--- src/rtl/fcmp_pipe.sv ---
// fcmp_pipe: two-stage pipelined IEEE-754 compare (EQ / LT / LE) with an invalid-operation flag.
// Latency: request captured into stage 1 at the accept edge; result in stage 2 one edge later.
// Backpressure: valid/ready per stage; in_ready = !s1_vld | s2_adv (no in_valid path), outputs hold while !out_ready.
// Ports: clk, rst (async high); in_valid/in_ready/in_op/in_x1/in_x2/in_tag request side;
//        out_valid/out_ready/out_y/out_nv/out_tag result side, driven straight from stage-2 flops.
module fcmp_pipe #(
  parameter int EXP_W = 8,
  parameter int MAN_W = 23,
  parameter int TAG_W = 4
) (
  input  logic                   clk,
  input  logic                   rst,
  input  logic                   in_valid,
  output logic                   in_ready,
  input  logic [1:0]             in_op,
  input  logic [EXP_W+MAN_W:0]   in_x1,
  input  logic [EXP_W+MAN_W:0]   in_x2,
  input  logic [TAG_W-1:0]       in_tag,
  output logic                   out_valid,
  input  logic                   out_ready,
  output logic                   out_y,
  output logic                   out_nv,
  output logic [TAG_W-1:0]       out_tag
);

  localparam int MAG_W = EXP_W + MAN_W;  // {exp, man} magnitude width

  localparam logic [1:0] OP_EQ = 2'b00;
  localparam logic [1:0] OP_LT = 2'b01;
  localparam logic [1:0] OP_LE = 2'b10;

  // Operand classification (combinational, from the request bus)
  logic nan1, nan2, snan1, snan2, zero1, zero2;
  always_comb begin
    nan1  = (&in_x1[MAG_W-1:MAN_W]) & (|in_x1[MAN_W-1:0]);
    nan2  = (&in_x2[MAG_W-1:MAN_W]) & (|in_x2[MAN_W-1:0]);
    snan1 = nan1 & ~in_x1[MAN_W-1];
    snan2 = nan2 & ~in_x2[MAN_W-1];
    zero1 = ~|in_x1[MAG_W-1:0];
    zero2 = ~|in_x2[MAG_W-1:0];
  end

  // Stage 1 state
  logic             s1_vld_q, s1_vld_d;
  logic [1:0]       s1_op_q, s1_op_d;
  logic [TAG_W-1:0] s1_tag_q, s1_tag_d;
  logic             s1_any_nan_q, s1_any_nan_d;
  logic             s1_any_snan_q, s1_any_snan_d;
  logic             s1_both_zero_q, s1_both_zero_d;
  logic             s1_sgn1_q, s1_sgn1_d;
  logic             s1_sgn2_q, s1_sgn2_d;
  logic             s1_mag_eq_q, s1_mag_eq_d;
  logic             s1_mag_lt_q, s1_mag_lt_d;

  // Stage 2 state
  logic             s2_vld_q, s2_vld_d;
  logic             s2_y_q, s2_y_d;
  logic             s2_nv_q, s2_nv_d;
  logic [TAG_W-1:0] s2_tag_q, s2_tag_d;

  logic s2_adv;
  logic load1, load2;
  logic res_y, res_nv;

  assign s2_adv   = ~s2_vld_q | out_ready;
  assign in_ready = ~s1_vld_q | s2_adv;
  assign load1    = in_valid & in_ready;
  assign load2    = s2_adv & s1_vld_q;

  // Final decision from stage-1 classification
  always_comb begin
    res_y  = 1'b0;
    res_nv = 1'b0;
    case (s1_op_q)
      OP_EQ: begin
        // +0 == -0; otherwise equality is bit identity, and NaN never equals anything
        res_y  = ~s1_any_nan_q &
                 (s1_both_zero_q | ((s1_sgn1_q == s1_sgn2_q) & s1_mag_eq_q));
        res_nv = s1_any_snan_q;
      end
      OP_LT, OP_LE: begin
        res_nv = s1_any_nan_q;  // ordered compares signal on any NaN, quiet included
        if (s1_any_nan_q) begin
          res_y = 1'b0;
        end else if (s1_both_zero_q) begin
          res_y = s1_op_q[1];  // LE true, LT false
        end else if (s1_sgn1_q != s1_sgn2_q) begin
          res_y = s1_sgn1_q;  // negative operand is the smaller one
        end else if (!s1_sgn1_q) begin
          res_y = s1_mag_lt_q | (s1_op_q[1] & s1_mag_eq_q);
        end else begin
          // both negative: larger magnitude is the smaller value
          res_y = (~s1_mag_lt_q & ~s1_mag_eq_q) | (s1_op_q[1] & s1_mag_eq_q);
        end
      end
      default: begin
        res_y  = 1'b0;
        res_nv = 1'b0;
      end
    endcase
  end

  // Next-state for both stages; data fields only change on a real load
  always_comb begin
    s1_vld_d       = in_ready ? in_valid : s1_vld_q;
    s1_op_d        = s1_op_q;
    s1_tag_d       = s1_tag_q;
    s1_any_nan_d   = s1_any_nan_q;
    s1_any_snan_d  = s1_any_snan_q;
    s1_both_zero_d = s1_both_zero_q;
    s1_sgn1_d      = s1_sgn1_q;
    s1_sgn2_d      = s1_sgn2_q;
    s1_mag_eq_d    = s1_mag_eq_q;
    s1_mag_lt_d    = s1_mag_lt_q;
    if (load1) begin
      s1_op_d        = in_op;
      s1_tag_d       = in_tag;
      s1_any_nan_d   = nan1 | nan2;
      s1_any_snan_d  = snan1 | snan2;
      s1_both_zero_d = zero1 & zero2;
      s1_sgn1_d      = in_x1[MAG_W];
      s1_sgn2_d      = in_x2[MAG_W];
      s1_mag_eq_d    = (in_x1[MAG_W-1:0] == in_x2[MAG_W-1:0]);
      s1_mag_lt_d    = (in_x1[MAG_W-1:0] <  in_x2[MAG_W-1:0]);
    end

    s2_vld_d = s2_adv ? s1_vld_q : s2_vld_q;
    s2_y_d   = s2_y_q;
    s2_nv_d  = s2_nv_q;
    s2_tag_d = s2_tag_q;
    if (load2) begin
      s2_y_d   = res_y;
      s2_nv_d  = res_nv;
      s2_tag_d = s1_tag_q;
    end
  end

  always_ff @(posedge clk or posedge rst) begin
    if (rst) begin
      s1_vld_q       <= 1'b0;
      s1_op_q        <= 2'b00;
      s1_tag_q       <= '0;
      s1_any_nan_q   <= 1'b0;
      s1_any_snan_q  <= 1'b0;
      s1_both_zero_q <= 1'b0;
      s1_sgn1_q      <= 1'b0;
      s1_sgn2_q      <= 1'b0;
      s1_mag_eq_q    <= 1'b0;
      s1_mag_lt_q    <= 1'b0;
      s2_vld_q       <= 1'b0;
      s2_y_q         <= 1'b0;
      s2_nv_q        <= 1'b0;
      s2_tag_q       <= '0;
    end else begin
      s1_vld_q       <= s1_vld_d;
      s1_op_q        <= s1_op_d;
      s1_tag_q       <= s1_tag_d;
      s1_any_nan_q   <= s1_any_nan_d;
      s1_any_snan_q  <= s1_any_snan_d;
      s1_both_zero_q <= s1_both_zero_d;
      s1_sgn1_q      <= s1_sgn1_d;
      s1_sgn2_q      <= s1_sgn2_d;
      s1_mag_eq_q    <= s1_mag_eq_d;
      s1_mag_lt_q    <= s1_mag_lt_d;
      s2_vld_q       <= s2_vld_d;
      s2_y_q         <= s2_y_d;
      s2_nv_q        <= s2_nv_d;
      s2_tag_q       <= s2_tag_d;
    end
  end

  assign out_valid = s2_vld_q;
  assign out_y     = s2_y_q;
  assign out_nv    = s2_nv_q;
  assign out_tag   = s2_tag_q;

endmodule

--- config.mk ---
export PLATFORM = sky130hd
export DESIGN_NAME = fcmp_pipe
export DESIGN_NICKNAME = d
export VERILOG_FILES = /design/src/rtl/fcmp_pipe.sv
export SDC_FILE = /design/constraint.sdc
export NUM_CORES = 1
export LEC_CHECK = 0
export CAP_MARGIN = 40
export CORE_MARGIN = 1.5
export CORE_UTILIZATION = 42
export DETAILED_ROUTE_END_ITERATION = 10
export GPL_TIMING_DRIVEN = 0
export HOLD_SLACK_MARGIN = 0.05
export PLACE_DENSITY_LB_ADDON = 0.15
export SLEW_MARGIN = 20
export SYNTH_ARGS = -nofsm -noshare
export SYNTH_HDL_FRONTEND = slang
export SYNTH_SLANG_ARGS = --single-unit
export TNS_END_PERCENT = 5
--- constraint.sdc ---
create_clock -name clk -period 1.5 [get_ports clk]
set_clock_uncertainty 0.1 [all_clocks]
set_input_delay 0.3 -clock clk [delete_from_list [all_inputs] [get_ports clk]]
set_output_delay 0.3 -clock clk [all_outputs]
set_load 0.1 [all_outputs]
-- Word level (Yosys, flattened, before mapping)
Index checks and enable logic that the tools add are counted.
Widths: inputs -> output; s select.
- register bits: 21
- latch bits: 0
- memory bits (writable): 0
- bits in read-only memories: 0
- bits of input ports: 74
- output and inout port bits: 8
- logic and storage cells: 61
- memories: 0
- $add $sub $neg: 0
- multiply operators: 0
- div/mod/pow operators: 0
- magnitude comparators: 1
- equal/unequal tests: 5
- shifts and indexed selects: 0
- mux-type cells: 6
- bitwise logic cells: 25
- reductions and logical operators: 10
- operators by type and width (kind ; number):
    $reduce_or 31->1 ; 2
    $reduce_or 23->1 ; 2
    $eq 31x31->1 ; 1
    $lt 31x31->1 ; 1
    $reduce_and 8->1 ; 2
    $and 1x1->1 ; 11
    $not 1->1 ; 7
    $or 1x1->1 ; 7
    $mux 1 ; 4
    $pmux 1 s2 ; 2
    $eq 2x1->1 const B ; 1
    $eq 2x2->1 const B ; 1
    $logic_not 1->1 ; 2
    $logic_not 2->1 ; 1
    $reduce_or 2->1 ; 1
    $eq 1x1->1 ; 1
    $ne 1x1->1 ; 1

-- Logic depth before layout (Yosys ltp)
Gate-level depths: netlist of run 1.
- depth in word-level cells: 8
- mapped depth: 7
- mapped depth without buffers: 7

-- Worst setup path after synthesis of run 1
No wires, ideal clock.
- path kind: flip-flop to flip-flop
- start point: register s2_vld_q (netlist: out_valid)
- end point: register s1_mag_lt_q
- library setup time: 0.124 ns
- arrival time: 2.956 ns
- required time: 1.276 ns
- slack: -1.681 ns
- cell stages (with the launch flop): 6
- buffers on the path: 1
- period minus slack after synthesis: 3.181 ns
- path through: dfrtp_1 > nand3b_1 > nand2_1 > buf_4 > mux2i_1 > a21oi_1
- cells in the longest elaborated chain, start to end: 4
- ends and longest elaborated chain (item ; line ; source):
    start: declaration ; 56 ; logic s2_vld_q, s2_vld_d;
    start signal: assignment ; 165 ; s2_vld_q <= s2_vld_d;
    $not 1->1 ; 65 ; assign s2_adv = ~s2_vld_q | out_ready;
    $or 1x1->1 ; 65 ;
    $or 1x1->1 ; 66 ; assign in_ready = ~s1_vld_q | s2_adv;
    net in_ready ; 14 ; output logic in_ready,
    $and 1x1->1 ; 67 ; assign load1 = in_valid & in_ready;
    end signal: assignment ; 164 ; s1_mag_lt_q <= s1_mag_lt_d;
    end: declaration ; 53 ; logic s1_mag_lt_q, s1_mag_lt_d;
The timed path passes the listed nets, and every way through them passes these cells.
A chain may end at the register's enable or synchronous reset.

-- Worst setup path after layout of run 1
- start point: register s2_vld_q (netlist: out_valid)
- end point: output in_ready
- cells in the longest elaborated chain, start to end: 3
- ends and longest elaborated chain (item ; line):
    $not 1->1 ; 65
    $or 1x1->1 ; 65
    $or 1x1->1 ; 66
    end: declaration ; 14
Every way passes these cells.

==> out/qor.txt, run 1 <==
Drt pass-1 iters: 4
Reg2reg setup slack: 40 ps
H-Tree Depth: 1
Ports: 82
Cell count after synthesis: 210
Yosys warns: 0
Post-route DRC: 0
Multi-input gate area: 1460 µm²
Longest Clk Path Bufs: 2
Total number of vias: 1980
Total power draw: 2.29 mW
Worst Hold Class: in2async
Post-synth ARST share: 1.00
Failing checks: negative setup slack
Core Util, Final: 0.779
Max Cap Viol: 0
FF+latch area: 529 µm²
Unrepaired setup endpoints after global routing: yes
Fillers: 288
Worst hold slack: 155 ps
Yosys top cell by area: dfrtp_1
Core outline area: 4120 µm²
Latest clock arrival within the worst-skew pair: 260 ps
Synthesized cell area: 1840 µm²
Initial antenna violation count: 0
Fin crit share: 1.06
Die area: 4780 µm²
GRT Util Overall: 0.240
Crit path kind: reg2out
Min Clock Period, post-route: 1590 ps
Final Cell Area: 3210 µm²
Max Slew Vio Count: 0
Placed inst area: 2850 µm²
Routability Congestion: 0.854
Headroom to the max-slew limit: 0.743
Hold Violations, Final: 0
Cell Rows: 23
Max VDD drop: 0.000478 V
Most common cell in the synthesized netlist: inv_1
Die Wd: 69.1 µm
Status: complete, but fails checks
Synth cell count leaders: inv_1 (35), ha_1 (33), dfrtp_1 (21)
Grt ovf: 0
Initial DRC Count: 57
Root Buffer: clkbuf_8
HPWL after detailed placement: 4.14 mm
Syn Nets: 317
Antenna viol nets, final: 0
Share of cells above drive strength 1: 0.355
Top_reg_cell synth: dfrtp_1
TritonCTS clock tree: built
Vias in the first global route: 2063
Pin count of the biggest net entering global routing: 22
CP Launch Type: register
First-pass GRT wire length: 9.36 mm
Clock tree sinks: 21
Setup WS post-layout: -93.8 ps
Crit. End Element: output port
Port-buffer cells: 81
Max Clk Rate: 0.627 GHz
Post-synth EDFFs: 0
Vias/cell: 5.50
Syn avg cell area: 8.75 µm²
Inserted Clock Buffers: 3
Placed cell count: 349
Sequential fraction of the synthesis area: 0.286
Slew @ Worst Pin: 382 ps
Unique masters post-synth: 28
Final nets: 418
Clock slew at reported path FFs: 80 ps
Place WS: -794 ps
Final setup violation count: 3
Initial Util: 0.446
FF+latch count, synth: 21
Synth top area share: 0.286
Routed wire length: 6.04 mm
Synth area leaders: dfrtp_1 (29%), ha_1 (22%), mux2_2 (7.4%), inv_1 (7.2%), nor4_1 (5.4%)
Req. time, crit path: 1100 ps
TNS Setup: -133 ps
CP Data Arrival Time: 1190 ps
Syn-to-layout area delta: 74.6%
Post-route insts no fill: 360
LEAKAGE: 1.65 nW
Die Ht: 69.1 µm
WL/cell: 16.8 µm
PD cells: 713 nW/µm²
ANT cells: 0
Crit path max fanout: 3
Post-CTS Hold Fix Bufs: 0
worst max-delay path, cell delays in order, from the launching register on:
cell      delay [ps]
dfrtp_4          500
nand3b_1         120
buf_2            140
buf_12           170
final timing paths:
| check | start | end | cells after the start |
|---|---|---|---|
| setup / recovery | out_valid | in_ready | 3 |
| min in group clk | in_x2[22] | s1_any_snan_q | 3 |
| hold reg to reg | out_y | out_y | 2 |
| max in group asynchronous | rst | out_valid | 3 |
| setup reg to reg | out_valid | s1_mag_lt_q | 6 |
| hold / removal | rst | s1_any_nan_q | 2 |
logic make-up after synthesis:
| family | after synthesis | synth area share |
|---|---|---|
| buf+inv | 36 | 0.0756 |
| flops | 21 | 0.286 |
| mux | 13 | 0.0790 |
| fa+ha+maj | 33 | 0.225 |
| simple gates | 66 | 0.196 |
| compound gates | 41 | 0.138 |
repair_timing:
| action | 4_1_cts | 5_1_grt |
|---|---|---|
| resized for setup | 83 | 117 |
| endpoints found under the setup margin | 13 | 11 |
| gates cloned | 0 | 0 |
| pin swaps | 17 | 31 |
| buffers inserted | 5 | 2 |
final cells by class:
cell class                      instances  area share
Multi-Input combinational cell        153       0.455
Timing Repair Buffer                   96       0.301
Sequential cell                        21       0.165
Inverter                               35      0.0417
Tap cell                               50      0.0195
Clock buffer                            3      0.0129
Buffer                                  1     0.00351
Clock inverter                          1     0.00156
layer usage:
layer | routed length (µm) | track usage | vias to the layer above | part of all wire
li1 | - | - | 972 | -
met1 | 2520 | 0.285 | 941 | 0.42
met2 | 3220 | 0.447 | 59 | 0.53
met3 | 198 | 0.0322 | 8 | 0.033
met4 | 98 | 0.0654 | 0 | 0.016
met5 | 0 | 0 | - | 0
layout by cell type (no fill, tap or decap), drive strengths merged, types with 12 or more instances in the layout:
cell	count
nand4	14
inv	35
dlymetal6s2s	28
nand2	17
buf	26
a21oi	13
mux2	12
ha	33
o21ai	12
clkbuf	24
nor4	16
dfrtp	21
report_power, final:
group          switching, mW  internal (mW)
registers             0.0562          0.646
logic                  0.669          0.552
clock network          0.178          0.185
Power figures use the tool's default switching activity.
==> run 2: changes to the inputs <==
- ABC_AREA: not set -> 1
- CORE_UTILIZATION: 42 -> 44
==> run 2 against run 1 <==
  * The flow finishes with violations (design-rule violations)
  * Count of clock-buffer cells in the layout unchanged
  * Combinational power increased by 27%
  * Via count increased by 15%
  * First-iteration DRC count increased by 93%
  * Synthesized cell count increased by 44%
  * Cell area increased by 15%
  * Sequential share of layout area decreased by 2.1 points
  * Flip-flop and latch count unchanged
  * Area after synthesis increased by 12%
  * Critical path depth decreased by 1
  * Core utilization increased by 4.9 points
  * Non-clock buffer count decreased by 1
==> out/qor.txt, run 2 <==
Logic gate share of total power: 0.586
Max VDD drop: 0.000479 V
Most frequent cells in the layout: nand2_1 (89), dlymetal6s2s_1 (63), inv_2 (30), inv_1 (26), nor2_1 (26)
Failing checks: design-rule violations
TritonCTS clock tree: built
NetSw: 1.13 mW
Worst Hold Class: in2async
Vias/cell: 5.02
Top_reg_cell synth: dfrtp_1
Crit path max fanout: 3
Initial Util: 0.464
Max Slew Vio Count: 0
Status: complete, but fails checks
Switching share of power: 0.426
Root Buffer: clkbuf_8
Crit path kind: reg2out
Synth area leaders: dfrtp_1 (25%), ha_1 (20%), nand2_1 (17%), inv_1 (9.1%), nor2_1 (5.5%)
Yosys warns: 0
Unique masters post-synth: 24
Core outline area: 4440 µm²
Latest clock arrival within the worst-skew pair: 260 ps
HPWL after detailed placement: 4.20 mm
Post-synth EDFFs: 0
Inserted Clock Buffers: 3
First-pass GRT wire length: 8.56 mm
Syn Nets: 410
CP Data Arrival Time: 1070 ps
GRT Max-Usage Layer: met2
Crit. End Element: output port
Final Cell Area: 3680 µm²
Die Ht: 71.5 µm
Drt pass-1 iters: 7
Share of cells above drive strength 1: 0.274
Longest Clk Path Bufs: 2
Total number of vias: 2272
Routed wire length: 6.17 mm
Req. time, crit path: 1100 ps
Flop pwr share: 0.277
Grt ovf: 0
GRT Util Overall: 0.204
Core Util, Final: 0.828
Routability Congestion: 0.796
Placed inst area: 3080 µm²
Pint: 1.52 mW
GR Util met1: 0.253
Clock slew at reported path FFs: 80 ps
Syn avg cell area: 6.81 µm²
Synth top area share: 0.255
Met2 Use GR: 0.391
Ports: 82
Slew @ Worst Pin: 312 ps
Min Clock Period, post-route: 1470 ps
Port-buffer cells: 81
Fin crit share: 0.979
Initial antenna violation count: 0
Commonest non-fill, non-tap cell in the layout: nand2_1
Post-route DRC: 7
Syn-to-layout area delta: 78.5%
TNS Setup: 0 ps
Most common cell in the synthesized netlist: nand2_1
H-Tree Depth: 1
Post-CTS Hold Fix Bufs: 0
Pin count of the biggest net entering global routing: 22
Worst hold slack: 144 ps
Max Cap Viol: 0
Die area: 5110 µm²
PD cells: 720 nW/µm²
Sequential fraction of the synthesis area: 0.255
Headroom to the max-slew limit: 0.790
ANT cells: 0
Unrepaired setup endpoints after global routing: no
Post-synth ARST share: 1.00
FF+latch count, synth: 21
GR Util met3: 0.0113
LEAKAGE: 2.22 nW
Cell Rows: 24
Vias in the first global route: 2136
Max Clk Rate: 0.681 GHz
Synth cell count leaders: nand2_1 (96), inv_1 (50), ha_1 (33)
Die Wd: 71.5 µm
Clock tree sinks: 21
Final nets: 509
Clock share of power: 0.137
CP Launch Type: register
Yosys top cell by area: dfrtp_1
Synthesized cell area: 2060 µm²
WL/cell: 13.6 µm
Fillers: 281
Final setup violation count: 0
Hold Violations, Final: 0
Cell count after synthesis: 303
Initial DRC Count: 110
Antenna viol nets, final: 0
-- run 2: cell types whose count changed in the layout (fill, tap and decap cells not counted), sizes merged, moves of 15 or more --
cell | previous run | this run
clkbuf | 24 | 3
inv | 35 | 57
nand3 | 1 | 16
nand2 | 17 | 99
dlymetal6s2s | 28 | 63
nor2 | 4 | 35
-- run 2: worst max-delay path, stage by stage, from the launching register on --
cell	delay, ps
dfrtp_4	500
buf_2	150
buf_12	160
-- run 2: through the flow --
step | cells | setup WS [ps] | power [mW]
4_1_cts | 446 | -228 | 2.50
3_3_place_gp | 436 | -956 | 1.90
2_1_floorplan | 303 | -201 | 1.51
6_report | 453 | 31.8 | 2.65
5_1_grt | 453 | 8.67 | 2.80
3_5_place_dp | 444 | -546 | 2.11
-- run 2: power by group through the flow --
stage               sequential (mW)  clock, mW  combinational [mW]
finish                        0.733      0.363                1.55
global route                  0.745      0.398                1.66
CTS                           0.730      0.371                1.40
detailed placement            0.740          0                1.37
global placement              0.733          0                1.17
floorplan                      1.10          0               0.404
-- run 2: metal layers --
| layer | routed length [µm] | vias up |
|---|---|---|
| met2 | 3280 | 72 |
| met4 | 82 | 0 |
| met3 | 293 | 8 |
| li1 | - | 1158 |
| met1 | 2510 | 1034 |
| met5 | 0 | - |
-- run 2: kinds of logic (layout without fill, tap and decap cells) --
logic type | Yosys count | after routing | share of synthesized area
and+or+nand+nor | 165 | 165 | 0.355
buffers and inverters | 59 | 157 | 0.115
adders and majority gates | 33 | 33 | 0.200
AOI/OAI and AO/OA | 25 | 25 | 0.0752
DFF | 21 | 21 | 0.255
-- run 2: worst paths after layout --
kind | start | endpoint | slack (ps) | depth (start not counted)
worst min-delay path | rst | out_tag[1] | 140 | 2
worst max register to register | s1_op_q[1] | out_nv | 150 | 4
worst min register to register | s1_any_snan_q | s1_any_snan_q | 390 | 2
min in group clk | out_ready | s1_vld_q | 280 | 4
worst max-delay path | out_valid | out_valid | 30 | 2
max in group asynchronous | rst | out_valid | 750 | 3
-- run 2: final cells by class --
type / count / area [µm²] / area share
Buffer: 2 / 22.5 / 0.00612
Timing Repair Buffer: 94 / 1160 / 0.316
Clock inverter: 1 / 5.00 / 0.00136
Tap cell: 52 / 65.1 / 0.0177
Inverter: 57 / 216 / 0.0588
Clock buffer: 3 / 41.3 / 0.0112
Sequential cell: 21 / 529 / 0.144
Multi-Input combinational cell: 223 / 1640 / 0.445
-- run 2: repair_timing --
action	4_1_cts	5_1_grt
pin swaps	1	24
endpoints found under the setup margin	10	11
gates resized for setup	20	130
setup buffers	0	6
